<file path="src/rtl/ex_wb_skid_stage.sv">
// Execute-to-writeback skid stage: 2-entry result FIFO, flag commit on retire,
// and a combinational forwarding lookup over buffered results.
module ex_wb_skid_stage #(
    parameter int DATA_W = 16,
    parameter int REG_W  = 4
) (
    input  logic              clk,
    input  logic              rst_n,
    input  logic              flush,
    input  logic              in_valid,
    output logic              in_ready,
    input  logic [DATA_W-1:0] in_result,
    input  logic [REG_W-1:0]  in_rd,
    input  logic              in_we,
    input  logic              in_set_z,
    input  logic              in_set_nv,
    input  logic              in_v,
    output logic              out_valid,
    input  logic              out_ready,
    output logic [DATA_W-1:0] out_result,
    output logic [REG_W-1:0]  out_rd,
    output logic              out_we,
    output logic              flag_z,
    output logic              flag_n,
    output logic              flag_v,
    input  logic [REG_W-1:0]  fwd_rs,
    output logic              fwd_hit,
    output logic [DATA_W-1:0] fwd_data
);

    typedef struct packed {
        logic [DATA_W-1:0] result;
        logic [REG_W-1:0]  rd;
        logic              we;
        logic              set_z;
        logic              set_nv;
        logic              v;
    } ent_t;

    ent_t       ent [2];
    ent_t       new_ent;
    logic [1:0] count;
    logic       acc, ret;

    assign new_ent    = '{result: in_result, rd: in_rd, we: in_we,
                          set_z: in_set_z, set_nv: in_set_nv, v: in_v};
    assign in_ready   = ~flush & (count != 2'd2);
    assign out_valid  = (count != 2'd0);
    assign acc        = in_valid & in_ready;
    assign ret        = out_valid & out_ready;
    // Unoccupied slots are always held at zero, so the head reads zero when empty.
    assign out_result = ent[0].result;
    assign out_rd     = ent[0].rd;
    assign out_we     = ent[0].we;

    always_ff @(posedge clk or negedge rst_n) begin
        if (!rst_n) begin
            count  <= 2'd0;
            ent[0] <= '0;
            ent[1] <= '0;
            flag_z <= 1'b0;
            flag_n <= 1'b0;
            flag_v <= 1'b0;
        end else begin
            if (ret) begin
                if (ent[0].set_z)  flag_z <= (ent[0].result == '0);
                if (ent[0].set_nv) begin
                    flag_n <= ent[0].result[DATA_W-1];
                    flag_v <= ent[0].v;
                end
            end
            if (flush) begin
                count  <= 2'd0;
                ent[0] <= '0;
                ent[1] <= '0;
            end else if (acc && ret) begin
                // Only reachable with count==1: the new result replaces the head.
                ent[0] <= new_ent;
            end else if (ret) begin
                ent[0] <= ent[1];
                ent[1] <= '0;
                count  <= count - 2'd1;
            end else if (acc) begin
                if (count == 2'd0) ent[0] <= new_ent;
                else               ent[1] <= new_ent;
                count <= count + 2'd1;
            end
        end
    end

    // Younger slot checked first so the most recent producer wins.
    always_comb begin
        fwd_hit  = 1'b0;
        fwd_data = '0;
        if (fwd_rs != '0) begin
            if (count == 2'd2 && ent[1].we && ent[1].rd == fwd_rs) begin
                fwd_hit  = 1'b1;
                fwd_data = ent[1].result;
            end else if (count != 2'd0 && ent[0].we && ent[0].rd == fwd_rs) begin
                fwd_hit  = 1'b1;
                fwd_data = ent[0].result;
            end
        end
    end

endmodule

</file>
<file path="config.mk">
export PLATFORM = sky130hd
export DESIGN_NAME = ex_wb_skid_stage
export DESIGN_NICKNAME = d
export VERILOG_FILES = /design/src/rtl/ex_wb_skid_stage.sv
export SDC_FILE = /design/constraint.sdc
export NUM_CORES = 1
export LEC_CHECK = 0
export CAP_MARGIN = 20
export CORE_MARGIN = 4
export CORE_UTILIZATION = 60
export DETAILED_ROUTE_END_ITERATION = 10
export DONT_BUFFER_PORTS = 1
export PLACE_DENSITY_LB_ADDON = 0.2
export SYNTH_ARGS = -nofsm -noshare
export SYNTH_HDL_FRONTEND = slang
export SYNTH_SLANG_ARGS = --single-unit
</file>
<file path="constraint.sdc">
create_clock -name clk -period 3.9 [get_ports clk]
set_input_delay 0.39 -clock clk [delete_from_list [all_inputs] [get_ports clk]]
set_output_delay 0.39 -clock clk [all_outputs]
set_load 0.03 [all_outputs]
</file>
==> summary.txt <==
Global routing
  • Initial antenna violation count: 0
  • Grt ovf: 0
  • Largest net degree at the start of global routing: 54
  • Vias in the first global route: 2416
  • Gr usage total: 24.3%
  • First-pass GRT wire length: 12.4 mm

Layout
  • Layout net count: 365
  • Fillers: 420
  • Fin util: 65.9%
  • Area Growth Syn to Fin: 5.26%
  • Commonest non-fill, non-tap cell in the layout: dfrtp_1
  • Diodes inserted: 0
  • Share of layout cells above drive strength 1: 13.2%
  • Most frequent cells in the layout: dfrtp_1 (53), nand2_1 (52), mux2i_1 (48)

STA
  • WHS: 0.131 ns
  • Rel. slew slack: 54.0%
  • TNS Setup: 0 ns
  • Final Hold Viols: 0
  • Final worst-path cycle share: 77.1%
  • Clk_skew: 0.00371 ns
  • Tmin final: 3.01 ns
  • Final setup fails: 0
  • FMAX: 332 MHz
  • Worst-margin pin slew: 0.690 ns
  • RSZ-0062 raised after global routing: false
  • Final-report max-slew violation count: 0

Yosys
  • Ys async rst share: 100%
  • Post-synthesis sequential area ratio: 41.0%
  • Largest family of logic cells by synthesized area: multiplexers
  • Mapped cell area: 3240 sq um
  • Synth Area in Adders: 0%
  • Post-synth EDFFs: 0
  • Yosys reg bits: 53
  • Post-synth net total: 376
  • Post-synthesis xor/xnor area fraction: 2.16%
  • Ys flop type: dfrtp_1
  • Yosys cell types: 34
  • Syn Area/Cell: 9.44 sq um
  • Synth Area in Compound Gates: 13.8%
  • Mapped Cells: 343
  • Multiplexer share of the synthesized area: 15.9%
  • Syn. warnings: 0
  • Post-Synth Simple-Gate Area: 15.2%

Setup path
  • CP Max Fanout: 17
  • R2r startpoint: count[1]
  • CP Launch Type: flop
  • Reg2Reg Setup Slack: 1.34 ns
  • Reg2reg path depth: 5
  • RR Endpoint: out_rd[1]
  • Slowest library cell on the worst path: or2_1
  • Critical Path, Cell by Cell: xnor2_1, nand3_1, or2_1, a21oi_1
  • Crit Path Class: flop to output port
  • Critical path endpoint category: output port
  • Worst endpoint data arrival time: 2.62 ns
  • Req. time, crit path: 3.51 ns
  • Crit-path max cell delay: 0.64 ns

Power and ir drop
  • Peak VDD IR: 0.199 mV
  • Leakage power: 0.00143 uW
  • Pwr dens: 389 nW/um^2

Place
  • Detailed placement HPWL: 5.25 mm
  • RePlAce Congestion: 0.807
  • IO buf count: 0

Drt
  • Wirelength, routed: 7.55 mm
  • DR WL/cell: 18.7 um
  • DR iter-0 viols: 157
  • Vias: 2425
  • Drt pass-1 iters: 4
  • DRC: 0
  • Vias per cell: 6.02
  • Post-route ant nets: 0

Clock network
  • Clock Tree Buf Depth: 2
  • Clock buffer count from CTS: 5
  • Hold buffer count at CTS: 2
  • CTS sink cnt: 53
  • Post-CTS setup repair buffer count: 0
  • # resized after CTS: 0
  • CTS tree: done
  • CTS root buf: clkbuf_8
  • Clock-pin slew on the worst setup and hold paths: 0.09 ns
  • H-tree Lvls: 2
  • Clock Latency Late Sink: 0.31 ns

Die
  • Starting Density: 62.6%
  • Site Rows: 26
  • Total Die Area: 6640 sq um
  • Core Box Area: 5170 sq um
  • Die Wd: 81.5 um
  • Ports: 76
  • Die Y: 81.5 um

Worst hold path
  • Worst min path class: input pin to flop
  • Cell depth of the worst min-delay path: 1
  • Hold Path End: count[0]
  • Hold Path Origin: flush

Outcome
  • Status: completed

Flow run
  • Max-cap violations: 0
[cell type report]
class | instances | area, sq um | share of cell area [%]
clock inverter | 1 | 30.0 | 0.881
timing repair buffer | 28 | 244 | 7.16
sequential | 53 | 1330 | 38.9
multi-input combinational | 218 | 1540 | 45.1
clock buffer | 7 | 86.3 | 2.53
tap | 70 | 87.6 | 2.57
inverter | 26 | 97.6 | 2.86
[power breakdown]
group	internal [uW]	total, uW	switching, uW	leakage, uW
clock network	210	391	181	0.0000585
logic	87.9	220	132	0.000683
registers	606	715	109	0.000692
total	903	1320	422	0.00143
[flip-flops by register name, summed over array words and instances (netlist names)]
register,cells
flag_z,1
flag_v,1
flag_n,1
out_result,16
out_rd,4
out_we,1
ent,27
count,2
[cell usage after synthesis (2+ instances only)]
library cell | count | area [sq um]
buf_2 | 9 | 45.0
nor2_1 | 4 | 15.0
inv_1 | 26 | 97.6
nand2_1 | 52 | 195
dfrtp_1 | 53 | 1330
nor4_1 | 4 | 25.0
o21ai_1 | 22 | 110
xor2_1 | 4 | 35.0
clkbuf_1 | 9 | 33.8
nor3_2 | 2 | 20.0
nand2b_1 | 3 | 18.8
or2_1 | 2 | 12.5
xnor2_1 | 4 | 35.0
o31ai_1 | 16 | 120
o21ai_0 | 5 | 25.0
buf_4 | 27 | 203
o211ai_1 | 16 | 120
nand3_1 | 3 | 15.0
nor4b_1 | 16 | 140
mux2_2 | 3 | 33.8
mux2i_1 | 48 | 480
a21oi_1 | 3 | 15.0
[worst max path at each step]
stage	startpoint	endpoint	slack (ns)	cells past startpoint
3_3_place_gp	ent[6]	fwd_hit	1.28	4
2_1_floorplan	count[0]	fwd_data[10]	1.38	7
5_1_grt	ent[6]	fwd_hit	0.75	4
3_5_place_dp	ent[6]	fwd_hit	1.23	4
4_1_cts	ent[6]	fwd_hit	0.88	4
6_report	ent[6]	fwd_hit	0.89	4
[cell families (layout without fill, tap and decap cells)]
kind of cell / count (synthesis) / count (layout)
simple gates: 92 / 92
mux: 51 / 51
buf+inv: 72 / 62
compound gates: 67 / 67
xor+xnor: 8 / 8
flops: 53 / 53
[layer usage]
metal	wire length [um]	up-vias	GRT usage [%]
met5	0	-	0
met4	65	0	5.74
met3	729	8	5.70
met2	3700	103	40.2
met1	3050	1157	32.4
li1	-	1157	-
[stage by stage]
step	std cells	total power, uW	worst slack [ns]	instance area [sq um]
floorplan	343	910	1.38	3240
global placement	389	916	1.28	3210
detailed placement	390	928	1.23	3230
CTS	400	1330	0.883	3380
global route	403	1380	0.753	3410
finish	403	1320	0.891	3410
[critical path: cells and delay by family, from the launching register on]
family | cells | cell delay, ns
AO/OA/AOI/OAI | 1 | 0.62
XOR/XNOR | 1 | 0.16
flip-flops | 1 | 0.42
AND/OR/NAND/NOR | 2 | 1.11
Note: power is estimated with default switching activity, not from simulation.
